==> config.mk <==
export PLATFORM = sky130hd
export DESIGN_NAME = glb_strm_sched
export DESIGN_NICKNAME = d
export VERILOG_FILES = /design/src/rtl/glb_strm_sched.sv
export SDC_FILE = /design/constraint.sdc
export NUM_CORES = 1
export LEC_CHECK = 0
export ABC_AREA = 1
export CORE_ASPECT_RATIO = 0.8
export CORE_MARGIN = 3
export CORE_UTILIZATION = 39
export DETAILED_ROUTE_END_ITERATION = 16
export RECOVER_POWER = 50
export SYNTH_ARGS = -nofsm -noshare
export SYNTH_HDL_FRONTEND = slang
export SYNTH_SLANG_ARGS = --single-unit
==> constraint.sdc <==
create_clock -name clk -period 2.44 [get_ports clk]
set_input_delay 0.61 -clock clk [delete_from_list [all_inputs] [get_ports clk]]
set_output_delay 0.61 -clock clk [all_outputs]
set_load 0.02 [all_outputs]
==> src/rtl/glb_strm_sched.sv <==
// Per-tile stream launch/completion scheduler: one FSM per GLB stream group,
// round-robin launch arbitration, completion tracking, sticky error flags.
module glb_strm_sched #(
  parameter int NUM_GROUP     = 4,
  parameter int TIMEOUT_WIDTH = 16
) (
  input  logic                     clk,
  input  logic                     reset,
  input  logic [NUM_GROUP-1:0]     start_req,
  input  logic [NUM_GROUP-1:0]     cfg_f2g_en,
  input  logic [NUM_GROUP-1:0]     cfg_g2f_en,
  input  logic [TIMEOUT_WIDTH-1:0] cfg_timeout,
  input  logic [NUM_GROUP-1:0]     strm_f2g_interrupt,
  input  logic [NUM_GROUP-1:0]     strm_g2f_interrupt,
  input  logic [NUM_GROUP-1:0]     done_clr,
  output logic [NUM_GROUP-1:0]     strm_start_pulse,
  output logic [NUM_GROUP-1:0]     done_irq,
  output logic [NUM_GROUP-1:0]     busy,
  output logic [NUM_GROUP-1:0]     start_err,
  output logic [NUM_GROUP-1:0]     timeout_err,
  output logic [2*NUM_GROUP-1:0]   dbg_state
);

  // Handshake: start_req and done_clr are single-cycle pulses with no
  // back-pressure; a start is accepted only in IDLE (or DONE together with
  // done_clr), otherwise it is dropped and flagged in start_err.
  localparam int PTR_W = (NUM_GROUP > 1) ? $clog2(NUM_GROUP) : 1;
  localparam logic [PTR_W:0]           NG_W     = (PTR_W+1)'(NUM_GROUP);
  localparam logic [PTR_W-1:0]         PTR_LAST = PTR_W'(NUM_GROUP - 1);
  localparam logic [PTR_W-1:0]         PTR_ONE  = PTR_W'(1);
  localparam logic [TIMEOUT_WIDTH-1:0] CNT_ONE  = TIMEOUT_WIDTH'(1);

  typedef enum logic [1:0] {
    S_IDLE = 2'd0,
    S_PEND = 2'd1,
    S_RUN  = 2'd2,
    S_DONE = 2'd3
  } state_e;

  state_e                   state_q [NUM_GROUP];
  state_e                   state_d [NUM_GROUP];
  logic [TIMEOUT_WIDTH-1:0] cnt_q   [NUM_GROUP];
  logic [TIMEOUT_WIDTH-1:0] cnt_d   [NUM_GROUP];

  logic [NUM_GROUP-1:0] seen_f2g_q, seen_f2g_d, seen_g2f_q, seen_g2f_d;
  logic [NUM_GROUP-1:0] pulse_q, pulse_d, done_q, done_d, busy_q, busy_d;
  logic [NUM_GROUP-1:0] serr_q, serr_d, terr_q, terr_d;
  logic [NUM_GROUP-1:0] pend, grant_oh, run_done, tmo;
  logic [PTR_W-1:0]     rr_ptr_q, rr_ptr_d, grant_idx;
  logic [PTR_W:0]       cand;
  logic                 grant_vld;

  // Interrupts arriving in the checking cycle itself count toward completion.
  assign run_done = (seen_f2g_q | strm_f2g_interrupt | ~cfg_f2g_en) &
                    (seen_g2f_q | strm_g2f_interrupt | ~cfg_g2f_en);

  always_comb begin
    pend = '0;
    tmo  = '0;
    for (int g = 0; g < NUM_GROUP; g++) begin
      pend[g] = (state_q[g] == S_PEND);
      tmo[g]  = (cfg_timeout != '0) && ((cnt_q[g] + CNT_ONE) == cfg_timeout);
    end
  end

  always_comb begin
    grant_vld = 1'b0;
    grant_idx = '0;
    grant_oh  = '0;
    cand      = '0;
    rr_ptr_d  = rr_ptr_q;
    for (int i = 0; i < NUM_GROUP; i++) begin
      cand = {1'b0, rr_ptr_q} + (PTR_W+1)'(i);
      if (cand >= NG_W) cand = cand - NG_W;
      if (!grant_vld && pend[cand[PTR_W-1:0]]) begin
        grant_vld = 1'b1;
        grant_idx = cand[PTR_W-1:0];
      end
    end
    if (grant_vld) begin
      grant_oh[grant_idx] = 1'b1;
      rr_ptr_d = (grant_idx == PTR_LAST) ? '0 : grant_idx + PTR_ONE;
    end
  end

  always_comb begin
    seen_f2g_d = seen_f2g_q;
    seen_g2f_d = seen_g2f_q;
    serr_d     = serr_q;
    terr_d     = terr_q;
    pulse_d    = '0;
    done_d     = '0;
    busy_d     = '0;
    for (int g = 0; g < NUM_GROUP; g++) begin
      state_d[g] = state_q[g];
      cnt_d[g]   = cnt_q[g];
      case (state_q[g])
        S_IDLE: if (start_req[g]) state_d[g] = S_PEND;
        S_PEND: begin
          if (start_req[g]) serr_d[g] = 1'b1;
          if (grant_oh[g]) begin
            state_d[g]    = S_RUN;
            pulse_d[g]    = 1'b1;
            seen_f2g_d[g] = 1'b0;
            seen_g2f_d[g] = 1'b0;
            cnt_d[g]      = '0;
          end
        end
        S_RUN: begin
          if (start_req[g]) serr_d[g] = 1'b1;
          seen_f2g_d[g] = seen_f2g_q[g] | strm_f2g_interrupt[g];
          seen_g2f_d[g] = seen_g2f_q[g] | strm_g2f_interrupt[g];
          cnt_d[g]      = cnt_q[g] + CNT_ONE;
          if (run_done[g]) begin
            state_d[g] = S_DONE;
          end else if (tmo[g]) begin
            state_d[g] = S_DONE;
            terr_d[g]  = 1'b1;
          end
        end
        S_DONE: begin
          if (done_clr[g]) begin
            state_d[g]    = start_req[g] ? S_PEND : S_IDLE;
            serr_d[g]     = 1'b0;
            terr_d[g]     = 1'b0;
            seen_f2g_d[g] = 1'b0;
            seen_g2f_d[g] = 1'b0;
            cnt_d[g]      = '0;
          end else if (start_req[g]) begin
            serr_d[g] = 1'b1;
          end
        end
        default: state_d[g] = S_IDLE;
      endcase
      done_d[g] = (state_d[g] == S_DONE);
      busy_d[g] = (state_d[g] != S_IDLE);
    end
  end

  always_ff @(posedge clk or negedge reset) begin
    if (!reset) begin
      for (int g = 0; g < NUM_GROUP; g++) begin
        state_q[g] <= S_IDLE;
        cnt_q[g]   <= '0;
      end
      seen_f2g_q <= '0;
      seen_g2f_q <= '0;
      pulse_q    <= '0;
      done_q     <= '0;
      busy_q     <= '0;
      serr_q     <= '0;
      terr_q     <= '0;
      rr_ptr_q   <= '0;
    end else begin
      for (int g = 0; g < NUM_GROUP; g++) begin
        state_q[g] <= state_d[g];
        cnt_q[g]   <= cnt_d[g];
      end
      seen_f2g_q <= seen_f2g_d;
      seen_g2f_q <= seen_g2f_d;
      pulse_q    <= pulse_d;
      done_q     <= done_d;
      busy_q     <= busy_d;
      serr_q     <= serr_d;
      terr_q     <= terr_d;
      rr_ptr_q   <= rr_ptr_d;
    end
  end

  always_comb begin
    dbg_state = '0;
    for (int g = 0; g < NUM_GROUP; g++) dbg_state[2*g +: 2] = state_q[g];
  end

  assign strm_start_pulse = pulse_q;
  assign done_irq         = done_q;
  assign busy             = busy_q;
  assign start_err        = serr_q;
  assign timeout_err      = terr_q;

endmodule

==> impl_metrics.json <==
{
  "status": "complete, but fails checks",
  "violations": "max-capacitance violations, max-slew violations, negative setup slack",
  "numCtsBuffers": 9,
  "portBuffers": 69,
  "cts_tree": "built",
  "timing_max_transition_violations_final": 27,
  "drive_gt1_share_pct": 14.40,
  "reg2reg_from": "dbg_state[4]",
  "post-route-period-util_pct": 100.4,
  "cp_max_fo": 6,
  "synth.yosys.seq_area_share_pct": 35.45,
  "initial_core_util_pct": 40.68,
  "die-area_sq_um": 20140,
  "final-setup-viol-count": 1,
  "drcViolationCount": 0,
  "worstSetupStartpointType": "flip-flop",
  "synth_area_leader_cell": "dfrtp_1",
  "ys_types": 36,
  "timing_worst_slew_pin_value_ps": 1598,
  "grt.total_usage_pct": 24.05,
  "nets": 1351,
  "critical_path_class": "flip-flop to flip-flop",
  "regArea_sq_um": 2555,
  "maxSlewHeadroom_pct": -6.544,
  "final_hold_viol_count": 0,
  "yosys_warnings": 0,
  "synth_top_area_share_pct": 35.45,
  "grt_pass1_wl_um": 37460,
  "synth_most_common_cell": "nand2_1",
  "first_pass_iters": 5,
  "max_freq_ghz": 0.4082,
  "grt_pass1_vias": 6935,
  "p_per_area_nw_per_um2": 1087,
  "ys_ff_latch": 102,
  "htree_levels": 3,
  "cp.required_ps": 2680,
  "fin_hold_ws_ps": 486.8,
  "grt_overflow": 0,
  "syn-instance-count": 1146,
  "worstPathArrival_ps": 2690,
  "crit_path_start": "dbg_state[4]",
  "total_power_mw": 10.25,
  "synth-main-ff-cell": "dfrtp_1",
  "timing.setup.tns_ps": -9.702,
  "insertion_delay_ps": 370,
  "async_flop_share_pct": 100.0,
  "coreArea_sq_um": 17700,
  "viasPerCell": 5.097,
  "synthesis.nets": 1196,
  "yosys-top-cells-count": "nand2_1 (447), nand3_1 (137), nor2_1 (137)",
  "wl_um": 24240,
  "cap_violations": 1,
  "ant_nets": 0,
  "fin_skew_ps": 11.25,
  "clk_path_buf_depth": 2,
  "multi_input_area_sq_um": 4488,
  "synth_edf_count": 0,
  "vias": 7804,
  "cp-end-kind": "flip-flop",
  "postSynthAreaPerCell_sq_um": 6.283,
  "synth_top_cells_by_area": "dfrtp_1 (35%), nand2_1 (23%), nand3_1 (9.5%)",
  "ios": 70,
  "num-fill-cells": 1786,
  "place_inst": 1503,
  "clkTransAtPathRegs_ps": 70,
  "die_y_um": 127.5,
  "grt_antenna_before_repair": 0,
  "hpwl_um": 17480,
  "ir_worst_vdd_uv": 864.4,
  "die_x_um": 157.9,
  "syn_to_final_growth_pct": 30.96,
  "p_leak_nw": 4.389,
  "holdBufCountCts": 0,
  "hold_class": "flip-flop to flip-flop",
  "drt_iter0_markers": 524,
  "rsz0062_at_grt": "true",
  "fin_ws_ps": -9.702,
  "grt_max_degree": 52,
  "period_minus_slack_ps": 2450,
  "gp_congestion": 0.9431,
  "n_antenna_cell": 0,
  "post_drt_wl_per_cell_um": 15.84,
  "syn_area_sq_um": 7201,
  "clock-root-buffer": "clkbuf_16",
  "final_cells": 1531,
  "core.rowCount": 43,
  "hp-start": "seen_f2g_q[2]",
  "cts.sinks": 102
}
final timing paths:
kind / end / cells past startpoint / slack (ps)
min in group asynchronous: seen_g2f_q[0] / 1 / 640
max in group asynchronous: rr_ptr_q[0] / 2 / 600
hold reg to reg: seen_f2g_q[2] / 2 / 490
hold / removal: seen_f2g_q[2] / 2 / 490
setup reg to reg: cnt_q[11] / 19 / -10
setup / recovery: cnt_q[11] / 19 / -10
registers in the layout (all words and copies together) (netlist names):
signal	count
seen_g2f_q	4
done_irq	4
busy	4
seen_f2g_q	4
timeout_err	4
rr_ptr_q	2
strm_start_pulse	4
start_err	4
dbg_state	8
cnt_q	64
final cells by class:
| cell class | count | share of cell area (%) |
|---|---|---|
| well taps | 225 | 2.985 |
| repair buffers | 148 | 13.94 |
| clock buffers | 9 | 2.388 |
| inverters | 135 | 5.453 |
| clock inverters | 7 | 0.5440 |
| flip-flops and latches | 102 | 27.09 |
| multi-input cells | 905 | 47.59 |
power breakdown:
group	switching (mW)	total, mW	internal, mW
Sequential	0.233	2.25	2.02
Clock	0.712	1.41	0.695
Combinational	4.06	6.59	2.53
per-stage QoR:
| step | area, sq um | util [%] | setup slack [ps] |
|---|---|---|---|
| after global placement | 8682 | 49.05 | -117.2 |
| after floorplan | 7201 | - | 40.46 |
| after CTS | 9120 | 51.52 | -4.388 |
| after global routing | 9430 | 53.28 | -185.8 |
| final | 9430 | 53.28 | -9.702 |
| after detailed placement | 8682 | 49.05 | -64.14 |
worst max-delay path, cell delays in order, from the launching register on:
cell and delay [ps]:
dfrtp_1 390, inv_2 90, nor2_4 40, buf_4 130
nand2_1 70, nand2_2 70, nand2_2 90, nand2_4 70
nor4_2 280, inv_1 90, nand2_1 70, o21ai_1 50
buf_4 160, inv_6 70, ha_4 150, nand3_4 100
nand2_8 160, nand2_8 80, nand2_1 80, o21ai_0 80
logic make-up after synthesis:
group | share of synthesized area (%)
compound gates | 7.263
xor+xnor | 1.442
fa+ha+maj | 1.390
buf+inv | 8.271
flops | 35.45
simple gates | 46.19
placed cells by master (no fill, tap or decap), types with 3 or more instances in the layout:
master / netlist / final
clkbuf_16: 0 / 9
nand2_1: 447 / 420
o21ai_2: 3 / 7
ha_1: 8 / 4
nor2_1: 137 / 134
dfrtp_1: 102 / 100
nand2_2: 5 / 26
inv_2: 2 / 6
ha_4: 0 / 3
nand3_4: 1 / 5
nand2_8: 0 / 13
o21ai_1: 25 / 27
inv_1: 133 / 127
o21ai_0: 44 / 38
clkinv_4: 0 / 3
o21bai_1: 7 / 7
a21oi_1: 13 / 12
or2_2: 4 / 4
nand3_1: 137 / 135
nor2_4: 1 / 3
clkdlybuf4s50_1: 0 / 68
buf_12: 0 / 3
nand4_1: 24 / 24
nand3b_1: 5 / 5
buf_4: 0 / 76
xor2_1: 7 / 7
nand2_4: 6 / 7
xnor2_1: 3 / 3
nor2_2: 8 / 9
routing by layer:
| layer | routed length [um] | track usage (%) | part of all wire [%] |
|---|---|---|---|
| met1 | 11630 | 36.49 | 48 |
| met2 | 10250 | 34.46 | 42 |
| met3 | 1660 | 4.301 | 6.8 |
| met4 | 708 | 7.704 | 2.9 |
| met5 | 0 | 0 | 0 |
repair_timing:
item | CTS | global route
gates cloned | 4 | 4
endpoints found under the setup margin | 50 | 90
setup buffers | 1 | 3
pin swaps | 6 | 19
resized for setup | 21 | 68
(Power assumes the default switching activity.)
==> RTL change 1 (same flow settings) <==
Change the parameter `TIMEOUT_WIDTH` from 16 to 24.
--- a/src/rtl/glb_strm_sched.sv
+++ b/src/rtl/glb_strm_sched.sv
@@ -4,3 +4,3 @@
   parameter int NUM_GROUP     = 4,
-  parameter int TIMEOUT_WIDTH = 16
+  parameter int TIMEOUT_WIDTH = 24
 ) (
Ports: changed (resized cfg_timeout); port bits go from 70 to 78. The function was not compared with the original's and may differ.
==> RTL change 1 against the original RTL <==
The flow still finishes with violations (max-capacitance violations, max-slew violations, negative setup slack); via count grew 65%; count of clock-buffer cells in the layout grew 10; worst setup slack lost 0.13 ns; power rose by 41%; routed wire length rose by 86%; sequential cell count increased by 32; combinational power rose by 31%; synthesized area up 55%; design area is 58% higher; synthesized cell count increased by 60%; largest cell class unchanged; critical endpoint is now cnt_q[78]$_DFFE_PN0P_.
==> RTL change 1: results (changes against the original RTL) <==
\begin{tabular}{lr}
\hline
Metric & Value \\
\hline
\multicolumn{2}{l}{\textbf{STA}} \\
\quad Crit path setup slack, layout & -0.138 ns (was -0.00970 ns) \\
\quad Max-slew violations & 34 (was 27) \\
\quad Number of setup violations in the final report & 106 (was 1) \\
\multicolumn{2}{l}{\textbf{Yosys}} \\
\quad Portion of the post-synthesis area used by sequential elements & 30.0\% (was 35.4\%) \\
\quad Cell types occupying the most area after synthesis & sky130\_fd\_sc\_hd\_\_dfrtp\_1, sky130\_fd\_sc\_hd\_\_nand2\_1, sky130\_fd\_sc\_hd\_\_nand3\_1, sky130\_fd\_sc\_hd\_\_inv\_1, sky130\_fd\_sc\_hd\_\_nor2\_1 (was sky130\_fd\_sc\_hd\_\_dfrtp\_1, sky130\_fd\_sc\_hd\_\_nand2\_1, sky130\_fd\_sc\_hd\_\_nand3\_1, sky130\_fd\_sc\_hd\_\_nor2\_1, sky130\_fd\_sc\_hd\_\_inv\_1) \\
\quad Syn nets & 1897 (was 1196) \\
\multicolumn{2}{l}{\textbf{Cells and area}} \\
\quad Layout cells sized above 1 & 20.8\% (was 14.4\%) \\
\quad Largest register FFs & 96 (was 64) \\
\quad Total number of nets in the final design & 2110 (was 1351) \\
\multicolumn{2}{l}{\textbf{Placed design}} \\
\quad Final RePlAce weighted congestion & 0.974 (was 0.943) \\
\quad Count of placed standard cells including taps & 2373 (was 1503) \\
\quad Placed Area & 0.0132 mm2 (was 0.00868 mm2) \\
\quad \# port buffers & 77 (was 69) \\
\multicolumn{2}{l}{\textbf{Outcome}} \\
\quad Violated checks & max-capacitance violations, max-slew violations, negative setup slack (unchanged) \\
\quad Result of the run & finished, violations left (unchanged) \\
\multicolumn{2}{l}{\textbf{Global route}} \\
\quad Maximum number of pins on one net before global-route repair & 39 (was 52) \\
\quad Total routing usage reported by global routing & 28.9\% (was 24.0\%) \\
\quad Global-route wire length before repair & 67600 um (was 37500 um) \\
\multicolumn{2}{l}{\textbf{Setup path}} \\
\quad Crit path from & rr\_ptr\_q[0]\$\_DFFE\_PN0N\_ (was dbg\_state[4]\$\_DFF\_PN0\_) \\
\quad Critical path's largest stage delay & 0.47 ns (was 0.39 ns) \\
\quad Peak fanout along the critical path & 5 (was 6) \\
\quad Critical-path cell with the highest stage delay & sky130\_fd\_sc\_hd\_\_dfrtp\_2 (was sky130\_fd\_sc\_hd\_\_dfrtp\_1) \\
\quad Capture instance of the worst register-to-register path & cnt\_q[78]\$\_DFFE\_PN0P\_ (was cnt\_q[11]\$\_DFFE\_PN0P\_) \\
\multicolumn{2}{l}{\textbf{Routing}} \\
\quad Post-DR wirelength/cell & 18.6 um (was 15.8 um) \\
\quad Iteration-0 DRC count of the detailed router & 1147 (was 524) \\
\multicolumn{2}{l}{\textbf{Run}} \\
\quad Max-cap viol count & 1 (unchanged) \\
\multicolumn{2}{l}{\textbf{Hold path}} \\
\quad Start point of the worst min-delay path & seen\_g2f\_q[2]\$\_DFFE\_PN0P\_ (was seen\_f2g\_q[2]\$\_DFFE\_PN0P\_) \\
\hline
\end{tabular}
==> RTL change 1: worst min-delay path, cell delays in order (launching register included) <==
cell	delay (ns)
sky130_fd_sc_hd__dfrtp_1	0.37
sky130_fd_sc_hd__nand2_1	0.06
sky130_fd_sc_hd__nand2_1	0.05
==> RTL change 1: through the flow <==
stage / setup WS (ns) / hold slack [ns]
after global placement: -0.328 / 0.476
after detailed placement: -0.361 / 0.485
after CTS: -0.0493 / 0.0615
final: -0.138 / 0.501
after floorplan: 0.0504 / 0.314
after global routing: -0.248 / 0.530
==> RTL change 1: per-layer routing <==
layer | wire [um] | part of all wire (%)
met1 | 20300 | 45
met2 | 19300 | 43
met3 | 3960 | 8.8
met4 | 1590 | 3.5
met5 | 0 | 0
==> RTL change 1: cell type report <==
cell class,count,area [um2]
clock buffers,19,453
multi-input cells,1476,7730
inverters,215,812
well taps,364,455
flip-flops and latches,134,3360
repair buffers,208,1890
clock inverters,13,226
fillers,2768,12800
==> RTL change 1: cell families (layout without fill, tap and decap cells) <==
kind of cell	after synthesis	after routing	share of synthesized area, %
fa+ha+maj	8	8	0.895
flops	134	134	30.0
simple gates	1320	1329	52.0
xor+xnor	19	19	2.42
compound gates	120	120	6.02
buf+inv	238	455	8.63
==> RTL change 1: power by group through the flow <==
| stage | Combinational [uW] | Sequential, uW | Clock, uW |
|---|---|---|---|
| floorplan | 2970 | 3010 | 0 |
| global placement | 5490 | 2770 | 0 |
| detailed placement | 5510 | 2770 | 0 |
| CTS | 6700 | 2740 | 3130 |
| global route | 9130 | 2820 | 3230 |
| finish | 8600 | 2790 | 3120 |
==> RTL change 1: what timing repair did <==
action                     CTS  global route
pin swaps                   15            51
gates cloned                 8             3
setup buffers                4             9
setup endpoints to repair  115           124
hold buffers                 0             0
resized for setup           38           212
==> RTL change 2 (config.mk and constraints unchanged) <==
Made on the original files. Register the input `cfg_f2g_en` before use, with the module's reset. The logic sees it one clock later. The other inputs are not delayed to match.
--- a/src/rtl/glb_strm_sched.sv
+++ b/src/rtl/glb_strm_sched.sv
@@ -39,2 +39,12 @@
 
+  logic [NUM_GROUP-1:0] cfg_f2g_en_q;
+
+  always_ff @(posedge clk or negedge reset) begin
+    if (!reset) begin
+      cfg_f2g_en_q <= '0;
+    end else begin
+      cfg_f2g_en_q <= cfg_f2g_en;
+    end
+  end
+
   state_e                   state_q [NUM_GROUP];
@@ -53,3 +63,3 @@
   // Interrupts arriving in the checking cycle itself count toward completion.
-  assign run_done = (seen_f2g_q | strm_f2g_interrupt | ~cfg_f2g_en) &
+  assign run_done = (seen_f2g_q | strm_f2g_interrupt | ~cfg_f2g_en_q) &
                     (seen_g2f_q | strm_g2f_interrupt | ~cfg_g2f_en);
Check against the original RTL: not equivalent (a bounded check fails within 4 cycles, from zero or initial values and one cycle with reset low).
==> RTL change 2 against the original RTL <==
Critical path depth down 3; sequential cell count up 4; core utilization down 0.72 points; die area down 0.56%; maximum frequency up 1.6%; clock power up 13%; routed wire length down 6.4%; sequential share of layout area up 1.5 points; design area down 1.7%; worst setup slack better by 0.040 ns; synthesized area down 0.59%; global-route usage down 1.2 points; power down 6.5%; first-iteration DRC count up 42%; critical path type unchanged; critical endpoint is now cnt_q[42]$_DFFE_PN0P_; largest power group unchanged; highest routed layer unchanged.
==> RTL change 2: results (changes against the original RTL) <==
\begin{tabular}{lr}
\hline
Metric & Value \\
\hline
\multicolumn{2}{l}{\textbf{Routing}} \\
\quad Length of the first detailed-routing pass in iterations & 6 (was 5) \\
\quad Via-to-Cell Ratio & 5.07 (was 5.10) \\
\quad Post-DR wirelength/cell & 15.4 um (was 15.8 um) \\
\quad Via Count & 7457 (was 7804) \\
\multicolumn{2}{l}{\textbf{Yosys}} \\
\quad Synthesized area per cell & 6.56 um2 (was 6.28 um2) \\
\quad Portion of the post-synthesis area used by sequential elements & 37.1\% (was 35.4\%) \\
\quad Post-synthesis share of cell area spent on full adders, half adders and majority gates & 1.40\% (was 1.39\%) \\
\multicolumn{2}{l}{\textbf{Pwr}} \\
\quad Leakage Power & 0.00432 uW (was 0.00439 uW) \\
\quad Total power divided by cell area & 1030 mW/mm2 (was 1090 mW/mm2) \\
\multicolumn{2}{l}{\textbf{CTS}} \\
\quad \# resized after CTS & 7 (was 21) \\
\multicolumn{2}{l}{\textbf{Cells and area}} \\
\quad Total number of nets in the final design & 1292 (was 1351) \\
\quad Layout cells sized above 1 & 13.8\% (was 14.4\%) \\
\quad Layout buffer count excluding clock buffers & 147 (was 148) \\
\quad Count of inverters other than clock inverters in the layout & 127 (was 135) \\
\quad Sequential cell area in the final layout & 0.00266 mm2 (was 0.00255 mm2) \\
\quad Number of filler instances in the final layout & 1761 (was 1786) \\
\multicolumn{2}{l}{\textbf{Setup path}} \\
\quad Worst reg-to-reg path cell count & 16 (was 19) \\
\quad Crit path arrival time & 2.67 ns (was 2.69 ns) \\
\quad Crit path from & rr\_ptr\_q[0]\$\_DFFE\_PN0N\_ (was dbg\_state[4]\$\_DFF\_PN0\_) \\
\quad Peak fanout along the critical path & 9 (was 6) \\
\multicolumn{2}{l}{\textbf{Global route}} \\
\quad Number of global-route vias before repair & 6839 (was 6935) \\
\quad Global-route wire length before repair & 35800 um (was 37500 um) \\
\multicolumn{2}{l}{\textbf{STA}} \\
\quad Skew final & 0.00692 ns (was 0.0113 ns) \\
\multicolumn{2}{l}{\textbf{Outcome}} \\
\quad Result of the run & complete, no violations (was finished, violations left) \\
\multicolumn{2}{l}{\textbf{Hold path}} \\
\quad Kind of path behind the tightest hold check & in -> async (was reg -> reg) \\
\multicolumn{2}{l}{\textbf{Placed design}} \\
\quad Final RePlAce weighted congestion & 0.926 (was 0.943) \\
\hline
\end{tabular}
-- RTL change 2: cell types whose count changed in the layout (fill, tap and decap cells not counted), moves of 5 or more --
cell                      change
sky130_fd_sc_hd__nand2_1     -27
sky130_fd_sc_hd__nor2_1      -17
sky130_fd_sc_hd__o21ai_1     -16
sky130_fd_sc_hd__o21ai_0     +13
sky130_fd_sc_hd__nand2_2     -10
sky130_fd_sc_hd__inv_1        -8
sky130_fd_sc_hd__nand3_1      -7
sky130_fd_sc_hd__nand2_8      -6
sky130_fd_sc_hd__buf_4        -5
-- RTL change 2: worst min-delay path by stage --
| stage | startpoint | end | slack [ns] | cells after the start |
|---|---|---|---|---|
| floorplan | reset | busy[0]$_DFF_PN0_ | 0.31 | 0 |
| global placement | seen_f2g_q[1]$_DFFE_PN0P_ | seen_f2g_q[1]$_DFFE_PN0P_ | 0.47 | 2 |
| detailed placement | seen_g2f_q[3]$_DFFE_PN0P_ | seen_g2f_q[3]$_DFFE_PN0P_ | 0.47 | 2 |
| CTS | reset | cnt_q[44]$_DFFE_PN0P_ | 0.27 | 1 |
| global route | reset | cnt_q[46]$_DFFE_PN0P_ | 0.50 | 1 |
| finish | reset | cnt_q[44]$_DFFE_PN0P_ | 0.42 | 1 |
-- RTL change 2: where the power goes --
| group | internal, uW | leakage [uW] | total [uW] | switching [uW] |
|---|---|---|---|---|
| Sequential | 2090 | 0.00140 | 2330 | 241 |
| Clock | 900 | 0.000160 | 1600 | 704 |
| Combinational | 2250 | 0.00276 | 5650 | 3400 |
| Total | 5240 | 0.00432 | 9590 | 4350 |
-- RTL change 2: routing by layer --
| layer | part of all wire, % | GRT usage, % |
|---|---|---|
| met5 | 0 | 0 |
| met4 | 2.8 | 6.99 |
| met3 | 7.3 | 3.89 |
| met2 | 42 | 33.6 |
| met1 | 48 | 34.3 |
